--- src/rtl/frame_reg_port.sv ---
// Frame-counter register port: $4017 mode/IRQ-inhibit write with its delayed apply,
// plus the frame IRQ flag and its $4015 status read.
module frame_reg_port (
  input  logic       CLK,
  input  logic       n_RES,
  input  logic       CPU_CE,
  input  logic       ACLK_CE,
  input  logic       REG_SEL,
  input  logic [4:0] A,
  input  logic       RnW,
  input  logic [7:0] D_IN,
  input  logic       FRAME_IRQ_SET,
  output logic [7:0] D_OUT,
  output logic       D_OE,
  output logic       MODE,
  output logic       IRQ_INHIBIT,
  output logic       SEQ_RESET,
  output logic       QH_NOW,
  output logic       FRAME_IRQ,
  output logic       n_IRQ
);

  logic       wr_4017;
  logic       rd_4015;
  logic       apply;
  logic       inhibit_eff;
  logic [2:0] delay_cnt;
  logic       pend_mode;
  logic       pend_inhibit;

  assign wr_4017 = CPU_CE && REG_SEL && (A == 5'h17) && !RnW;
  assign rd_4015 = REG_SEL && (A == 5'h15) && RnW;

  // A non-zero counter means a write is pending; a fresh write overrides an apply due this cycle.
  assign apply       = CPU_CE && !wr_4017 && (delay_cnt == 3'd1);
  assign inhibit_eff = apply ? pend_inhibit : IRQ_INHIBIT;

  assign D_OE  = rd_4015;
  assign D_OUT = rd_4015 ? {1'b0, FRAME_IRQ, 6'b0} : 8'h00;
  assign n_IRQ = ~FRAME_IRQ;

  always_ff @(posedge CLK or negedge n_RES) begin
    if (!n_RES) begin
      delay_cnt    <= 3'd0;
      pend_mode    <= 1'b0;
      pend_inhibit <= 1'b0;
      MODE         <= 1'b0;
      IRQ_INHIBIT  <= 1'b0;
      SEQ_RESET    <= 1'b0;
      QH_NOW       <= 1'b0;
      FRAME_IRQ    <= 1'b0;
    end else begin
      SEQ_RESET <= 1'b0;
      QH_NOW    <= 1'b0;
      if (CPU_CE) begin
        if (wr_4017) begin
          pend_mode    <= D_IN[7];
          pend_inhibit <= D_IN[6];
          delay_cnt    <= ACLK_CE ? 3'd3 : 3'd4;
        end else if (delay_cnt != 3'd0) begin
          delay_cnt <= delay_cnt - 3'd1;
        end

        if (apply) begin
          MODE        <= pend_mode;
          IRQ_INHIBIT <= pend_inhibit;
          SEQ_RESET   <= 1'b1;
          QH_NOW      <= pend_mode;
        end

        // Inhibit-write clear beats a set, which in turn beats the status-read clear.
        if (wr_4017 && D_IN[6])
          FRAME_IRQ <= 1'b0;
        else if (FRAME_IRQ_SET && !inhibit_eff)
          FRAME_IRQ <= 1'b1;
        else if (rd_4015)
          FRAME_IRQ <= 1'b0;
      end
    end
  end

endmodule

--- config.mk ---
export PLATFORM = sky130hd
export DESIGN_NAME = frame_reg_port
export DESIGN_NICKNAME = d
export VERILOG_FILES = /design/src/rtl/frame_reg_port.sv
export SDC_FILE = /design/constraint.sdc
export NUM_CORES = 1
export LEC_CHECK = 0
export CAP_MARGIN = 20
export CORE_ASPECT_RATIO = 0.8
export CORE_MARGIN = 5
export CORE_UTILIZATION = 35
export DETAILED_ROUTE_END_ITERATION = 10
export PLACE_DENSITY = 0.78
export SLEW_MARGIN = 20
export SYNTH_ARGS = -nofsm -noshare
export SYNTH_HDL_FRONTEND = slang
export SYNTH_SLANG_ARGS = --single-unit
--- constraint.sdc ---
create_clock -name CLK -period 2.7 [get_ports CLK]
set_input_delay 0.405 -clock CLK [delete_from_list [all_inputs] [get_ports CLK]]
set_output_delay 0.405 -clock CLK [all_outputs]
set_load 0.02 [all_outputs]
== Word level (Yosys, flattened, before mapping) ==
Index checks and enable logic that the tools add are counted.

* Register bits: 10
* Latch bits: 0
* RAM bits: 0
* Memory bits (read-only): 0
* Bits of input ports: 20
* Memories: 0

* $add $sub $neg: 1
* Multipliers: 0
* Div/mod/pow operators: 0
* $lt $le $gt $ge: 0
* Equal/unequal tests: 3
* Shifts and indexed selects: 0
* Muxes and demuxes: 12
* Bitwise logic cells: 1
* Reductions and logical operators: 19

{| class="wikitable"
|+ Operators by type and width
! operator !! count
|-
| 5-bit equality test (second input constant) || 2
|-
| 1-bit logical AND || 9
|-
| 3-bit 2-to-1 mux || 3
|-
| 1-bit 2-to-1 mux || 8
|-
| 2-bit AND reduction || 4
|-
| 7-bit 2-to-1 mux || 1
|-
| 3-bit nonzero test || 2
|-
| 3-bit by 1-bit equality test with 1-bit output (second input constant) || 1
|-
| 1-bit zero test || 3
|-
| 3-bit by 1-bit subtractor with 3-bit output (second input constant) || 1
|-
| 2-bit nonzero test || 1
|-
| 1-bit inverter || 1
|}

== Longest topological paths before layout ==
Gate-level depths: netlist of run 1.

* Depth after elaboration: 11
* Mapped depth: 6
* Depth with buffers taken out: 6

== Worst setup path after synthesis of run 1 ==
OpenSTA, ideal clock, no wires.

* Kind: input-to-output
* From: input A[3]
* To: output D_OUT[6]
* Arrival: 1616 ps
* Data required time: 2295 ps
* Slack: 679 ps
* Cell stages on the path: 3
* Buffers on the path: 0
* Cell sequence: nand3b_1 -> nor4_1 -> and2_1

* Cells in the longest elaborated chain, start to end: 4

{| class="wikitable"
|+ Ends and longest elaborated chain
! element !! RTL line !! source
|-
| from (decl) || 9 || <nowiki>input logic [4:0] A,</nowiki>
|-
| 5-bit equality test || 32 || <nowiki>assign rd_4015 = REG_SEL && (A == 5'h15) && RnW;</nowiki>
|-
| 1-bit logical AND (2 in a row) || 32 ||
|-
| named net D_OE || 14 || <nowiki>output logic D_OE,</nowiki>
|-
| 7-bit 2-to-1 mux || 39 || <nowiki>assign D_OUT = rd_4015 ? {1'b0, FRAME_IRQ, 6'b0} : 8'h00;</nowiki>
|-
| to (decl) || 13 || <nowiki>output logic [7:0] D_OUT,</nowiki>
|}

The timed path passes the listed nets, and every way through them passes these cells.

== Worst setup path in the final report of run 1 ==
* From: input RnW
* To: output D_OUT[6]

* Cells in the longest elaborated chain, start to end: 2

{| class="wikitable"
|+ Ends and longest elaborated chain
! element !! RTL line !! source
|-
| from (decl) || 10 || <nowiki>input logic RnW,</nowiki>
|-
| 1-bit logical AND || 32 ||
|-
| 7-bit 2-to-1 mux || 39 ||
|}

No other way between the ends.

==> summary.md, run 1 <==
| Metric | Value |
|---|---|
| DR pass1 iterations | `2` |
| Via count of the first global-routing pass | `447` |
| Post-route DRC | `0` |
| Worst-path cell chain | `clkdlybuf4s50_1 -> inv_1 -> nor4_1 -> and2_1 -> clkdlybuf4s50_1` |
| Tot Pwr | `0.549 mW` |
| CORE AREA | `approximately 0.0017 mm2` |
| Crit path largest cell delay | `slightly below 0.6 ns` |
| Critical Path Fanout Max | `3` |
| Crit path arrival time | `just over 2 ns` |
| Fin Setup TNS | `0 ns` |
| DRT iter0 DRCs | `4` |
| Place WS | `0.260 ns` |
| Status | `completed` |
| Endpoint class of the critical path | `output pin` |
| Clk sinks | `10` |
| Ys flop type | `dfrtp_1` |
| Design Area, Final | `about 860 um2` |
| Site row count | `13` |
| Final WS setup | `0.255 ns` |
| Number of buffers created by CTS | `3` |
| PostCTS Resize Cnt | `0` |
| Layout cell share with drive strength beyond 1 | `about a tenth` |
| IO Port Bufs | `21` |
| GRT Util Overall | `between 8 and 9%` |
| Synth area leaders | `dfrtp_1, buf_4, mux2_2` |
| Req. time, crit path | `2.30 ns` |
| Power density over the cells | `roughly 640 mW/mm2` |
| WL/cell | `~12 um` |
| Post-synth EDFFs | `0` |
| CP startpoint kind | `input port` |
| Final Max Tran Viols | `0` |
| Ys async rst share | `100%` |
| Growth of design area from synthesis to finish | `33.3%` |
| Fmax achieved | `approximately 0.41 GHz` |
| Ys Warns | `0` |
| Largest net degree at the start of global routing | `11` |
| Leak | `slightly below 0.4 nW` |
| Synth Instances | `63` |
| Hold Vio Cnt, Final | `0` |
| Detailed Route WL | `~1200 um` |
| Nets@finish | `between 100 and 150` |
| Die Span Y | `a little under 50 um` |
| Count leader, synth | `dfrtp_1` |
| Vias/cell | `between 4 and 5` |
| Chip Width | `between 50 and 60 um` |
| RSZ-0062 raised after global routing | `false` |
| Worst skew pair latency | `between 0.2 and 0.3 ns` |
| CTS tree | `built` |
| Share of Yosys cell area claimed by the top area cell type | `about two fifths` |
| Peak supply drop | `slightly below 0.4 mV` |
| Filler cells | `170` |
| I/O pin total | `35` |
| # hold bufs at CTS | `0` |
| Initial antenna violation count | `0` |
| Die area | `between 0.002 and 0.003 mm2` |
| Routed via count | `507` |
| CTS H-tree depth | `1` |
| Netlist cell types | `27` |
| Clk slew on worst S/H paths | `about 0.060 ns` |
| Fin crit period | `between 2 and 2.5 ns` |
| Synth area leader | `dfrtp_1` |
| Top cell by count, worst path | `clkdlybuf4s50_1` |
| Hold Path Class | `in2async` |
| Maxcap violations | `0` |
| Crit path launch | `RnW` |
| Reg2Reg Launch Point | `delay_cnt[1]` |
| FF+latch count, synth | `10` |
| Grt ovf | `0` |
| GP Congestion | `0.796` |
| # diodes | `0` |
| Sequential share of the synthesized area | `about two fifths` |
| CTS root buf | `clkbuf_4` |
| Final period utilization | `slightly above 90%` |
| Slowest CP cell | `clkdlybuf4s50_1` |
| Clock Skew | `0.00311 ns` |
| Final setup viols | `0` |
| Post-CTS setup buffer count | `0` |
| Post-route antenna net violation count | `0` |
| CTS Buffer Depth | `2` |
| Post-DP HPWL | `between 1000 and 1500 um` |
| DP Area | `around 830 um2` |
| First-pass GRT wire length | `approximately 2000 um` |
| Synth Cell Area | `between 600 and 700 um2` |
| Top post-synthesis cells by count | `dfrtp_1, buf_4, nand2_1, nand3b_1` |
| WS Path Type | `in2out` |
| Initial Util | `a little under two fifths` |
| Syn_area_per_cell | `a little over 10 um2` |
[worst paths after layout]
check / to / cells after the start / slack [ns]
max: D_OUT[6] / 5 / 0.25
min: delay_cnt[1] / 1 / 0.45
max reg2reg: MODE / 5 / 1.14
min reg2reg: QH_NOW / 1 / 0.50
max in group asynchronous: delay_cnt[2] / 1 / 1.94
min in group CLK: QH_NOW / 1 / 0.50
[power by group]
group	switching [mW]	internal (mW)	leakage, nW	total (mW)
clock	0.0438	0.0511	0.0138	0.0949
sequential	0.0294	0.190	0.126	0.219
combinational	0.110	0.125	0.254	0.235
total	0.183	0.366	0.394	0.549
[worst max-delay path, delay by kind of cell]
kind	cells	cell delay (ns)
buffers and inverters	3	1.16
AND/OR/NAND/NOR	2	0.47
[through the flow]
stage | cells | utilization, % | hold slack, ns
floorplan | 69 | - | 0.109
global placement | 103 | 49.3 | 0.490
detailed placement | 103 | 49.3 | 0.496
CTS | 106 | 50.7 | 0.462
global route | 106 | 50.7 | 0.481
finish | 106 | 50.7 | 0.454
[sequential cells by signal (all words and copies together) (netlist names)]
register / cells
pend_inhibit: 1
QH_NOW: 1
IRQ_INHIBIT: 1
MODE: 1
pend_mode: 1
FRAME_IRQ: 1
SEQ_RESET: 1
delay_cnt: 3
[layout make-up]
type | instances | area, um2 | area share, %
Sequential cell | 10 | 250 | 29.2
Timing Repair Buffer | 21 | 210 | 24.5
Inverter | 4 | 15.0 | 1.75
Tap cell | 22 | 27.5 | 3.21
Multi-Input combinational cell | 46 | 332 | 38.7
Clock buffer | 3 | 22.5 | 2.63
[per-layer routing]
metal | global-route usage [%] | up-vias | part of all wire, %
met5 | 0 | - | 0
met4 | 2.32 | 0 | 0
met3 | 5.03 | 0 | 10
met2 | 12.4 | 21 | 41
met1 | 11.9 | 236 | 49
li1 | - | 250 | -
[cells by family (layout without fill, tap and decap cells)]
family	count (synthesis)	in the layout	synth area share, %
flops	10	10	38.9
other cells	1	7	0.583
buf+inv	13	28	13.0
fa+ha+maj	3	3	5.84
simple gates	19	19	18.3
compound gates	10	10	11.7
mux	7	7	11.7
[placed cells by master (no fill, tap or decap)]
cell / Yosys / routed
o21ai_0: 1 / 1
inv_1: 4 / 4
and2_1: 2 / 2
mux2i_1: 3 / 3
a22o_1: 1 / 1
nand2_1: 5 / 5
a2bb2oi_1: 2 / 2
mux2_2: 4 / 4
a21oi_1: 1 / 1
nand3b_1: 5 / 5
and4b_1: 1 / 1
nand2b_1: 1 / 1
o21a_1: 2 / 2
ha_1: 3 / 3
nor2_1: 1 / 1
nor3b_1: 1 / 1
dfrtp_1: 10 / 10
o31ai_1: 1 / 1
conb_1: 1 / 7
nor4_1: 1 / 1
clkbuf_4: 0 / 3
and3_1: 1 / 1
o211ai_1: 1 / 1
a21o_2: 1 / 1
clkdlybuf4s50_1: 0 / 21
and3b_1: 1 / 1
No activity file was read; power rests on OpenSTA's default activity.
==> inputs of run 2 (changes only) <==
Clock period 2.7 ns to 3.2 ns, I/O delays scaled along.
==> summary.md, run 2 (synthesized netlist as in run 1, its figures left out) <==
| Metric | Value |
|---|---|
| Status | `completed` |
| Layout cell share with drive strength beyond 1 | `10.6% (+1.1 points)` |
| Filler cells | `165 (-2.9%)` |
| # hold bufs at CTS | `0 (unchanged)` |
| RSZ-0062 raised after global routing | `false` |
| # diodes | `0 (unchanged)` |
| Commonest non-fill, non-tap cell in the layout | `clkdlybuf4s50_1` |
| Final WS setup | `0.615 ns (+0.360 ns)` |
| Most frequent cells in the layout | `clkdlybuf4s50_1, dfrtp_1, conb_1` |
| PostCTS Resize Cnt | `0 (unchanged)` |
| Maxcap violations | `0 (unchanged)` |
| Endpoint class of the critical path | `output pin` |
| Detailed Route WL | `1300 um (+5.3%)` |
| Site row count | `13 (unchanged)` |
| Largest net degree at the start of global routing | `11 (unchanged)` |
| Chip Width | `57.9 um (unchanged)` |
| GP Congestion | `0.796 (unchanged)` |
| Via count of the first global-routing pass | `466 (+4.3%)` |
| Slowest CP cell | `clkdlybuf4s50_1` |
| WS Path Type | `in2out` |
| Crit path arrival time | `2.11 ns (+0.07 ns)` |
| Hold Path Class | `reg2reg` |
| Post-route antenna net violation count | `0 (unchanged)` |
| IO Port Bufs | `21 (unchanged)` |
| CORE AREA | `0.00169 mm2 (unchanged)` |
| Power density over the cells | `572 mW/mm2 (-11%)` |
| Place WS | `0.621 ns (+0.361 ns)` |
| Number of buffers created by CTS | `3 (unchanged)` |
| Die area | `0.00280 mm2 (unchanged)` |
| Final hold slack | `0.513 ns (+0.0590 ns)` |
| CTS tree | `built` |
| CP startpoint kind | `input port` |
| CTS H-tree depth | `1 (unchanged)` |
| Worst-path cell chain | `clkdlybuf4s50_1 -> inv_1 -> nor4_1 -> and2_1 -> clkdlybuf4s50_1` |
| CP bufs+invs | `3 (unchanged)` |
| WL/cell | `12.2 um (+4.3%)` |
| Leak | `0.401 nW (+1.8%)` |
| Worst skew pair latency | `0.27 ns (+0.02 ns)` |
| Critical Path Fanout Max | `3 (unchanged)` |
| DRT iter0 DRCs | `9 (+5)` |
| DP Area | `835 um2 (unchanged)` |
| Tot Pwr | `0.498 mW (-9.3%)` |
| Grt ovf | `0 (unchanged)` |
| I/O pin total | `35 (unchanged)` |
| Die Span Y | `48.3 um (unchanged)` |
| Sequential cell area | `250 um2 (unchanged)` |
| Clk slew on worst S/H paths | `0.07 ns (about the same)` |
| Initial antenna violation count | `0 (unchanged)` |
| Area occupied by multi-input gates | `332 um2 (unchanged)` |
| Final period utilization | `between 80% and 90%` |
| Growth of design area from synthesis to finish | `35.4%` |
| Critical path's top delay family | `buffers and inverters` |
| Fmax achieved | `0.387 GHz` |
| Biggest register | `delay_cnt` |
| DR pass1 iterations | `4 (+2)` |
| Final setup viols | `0 (unchanged)` |
| Placed insts | `103 (unchanged)` |
| CTS root buf | `clkbuf_4` |
| Top cell by count, worst path | `clkdlybuf4s50_1` |
| Nets@finish | `109 (unchanged)` |
| Design Area, Final | `871 um2 (+1.6%)` |
| Routed via count | `519 (+2.4%)` |
| Final std cells w/o fill | `107 (+0.94%)` |
| Post-DP HPWL | `1030 um (+0.77%)` |
| Crit path largest cell delay | `0.59 ns (about the same)` |
| Initial Util | `38.0% (unchanged)` |
| Post-CTS setup buffer count | `0 (unchanged)` |
| Clk sinks | `10 (unchanged)` |
| Fin crit period | `about 2.6 ns` |
| Fin Setup TNS | `0 ns (unchanged)` |
| Post-route DRC | `0 (unchanged)` |
| Hold Vio Cnt, Final | `0 (unchanged)` |
| Peak supply drop | `0.367 mV (-7.2%)` |
| Req. time, crit path | `2.72 ns (+0.42 ns)` |
| CTS Buffer Depth | `2 (unchanged)` |
| Clock Skew | `0.00109 ns (-0.00203 ns)` |
| Final Max Tran Viols | `0 (unchanged)` |
| Max reg flops | `3 (unchanged)` |
| First-pass GRT wire length | `2160 um (+8.7%)` |
| GRT Util Overall | `9.80% (+0.83 points)` |
| Post-layout util | `51.5% (+0.81 points)` |
| Vias/cell | `4.85 (+1.4%)` |
## run 2: final timing paths
kind                         startpoint           end  slack, ns  cells after the start
setup reg to reg           delay_cnt[1]          MODE       1.64                      5
setup / recovery                    RnW      D_OUT[6]       0.61                      5
hold / removal                pend_mode        QH_NOW       0.51                      1
max in group asynchronous         n_RES  delay_cnt[0]       2.38                      1
min in group asynchronous         n_RES     pend_mode       0.52                      1
hold reg to reg               pend_mode        QH_NOW       0.51                      1
## run 2: final cells by class
type | instances | area share [%]
Timing Repair Buffer | 21 | 24.1
Inverter | 4 | 1.72
Sequential cell | 10 | 28.7
Clock buffer | 4 | 4.17
Tap cell | 22 | 3.16
Multi-Input combinational cell | 46 | 38.1
## run 2: layer usage
layer	track usage [%]	vias up	share of wire, %
met5	0	-	0
met4	3.47	0	0.61
met2	13.7	21	42
met1	13.2	242	49
met3	4.23	2	7.5
li1	-	254	-
## run 2: where the power goes
group	internal, mW	leakage (nW)	switching (mW)
Sequential	0.160	0.126	0.0254
Clock	0.0691	0.0210	0.0446
Combinational	0.106	0.254	0.0932
==> inputs of run 3 (changes only) <==
Clock period 3.2 ns to 2.5 ns, I/O delays scaled along.
==> results of run 3 <==
Same layout as run 1 (identical final DEF). Status: completed.
Main changes from that run: setup slack after placement 0.260 ns -> 0.120 ns; setup slack after layout 0.255 ns -> 0.115 ns; hold slack 0.454 ns -> 0.424 ns; register-to-register setup slack 1.14 ns -> 0.94 ns; total power 0.549 mW -> 0.593 mW; worst IR drop on VDD 0.395 mV -> 0.427 mV
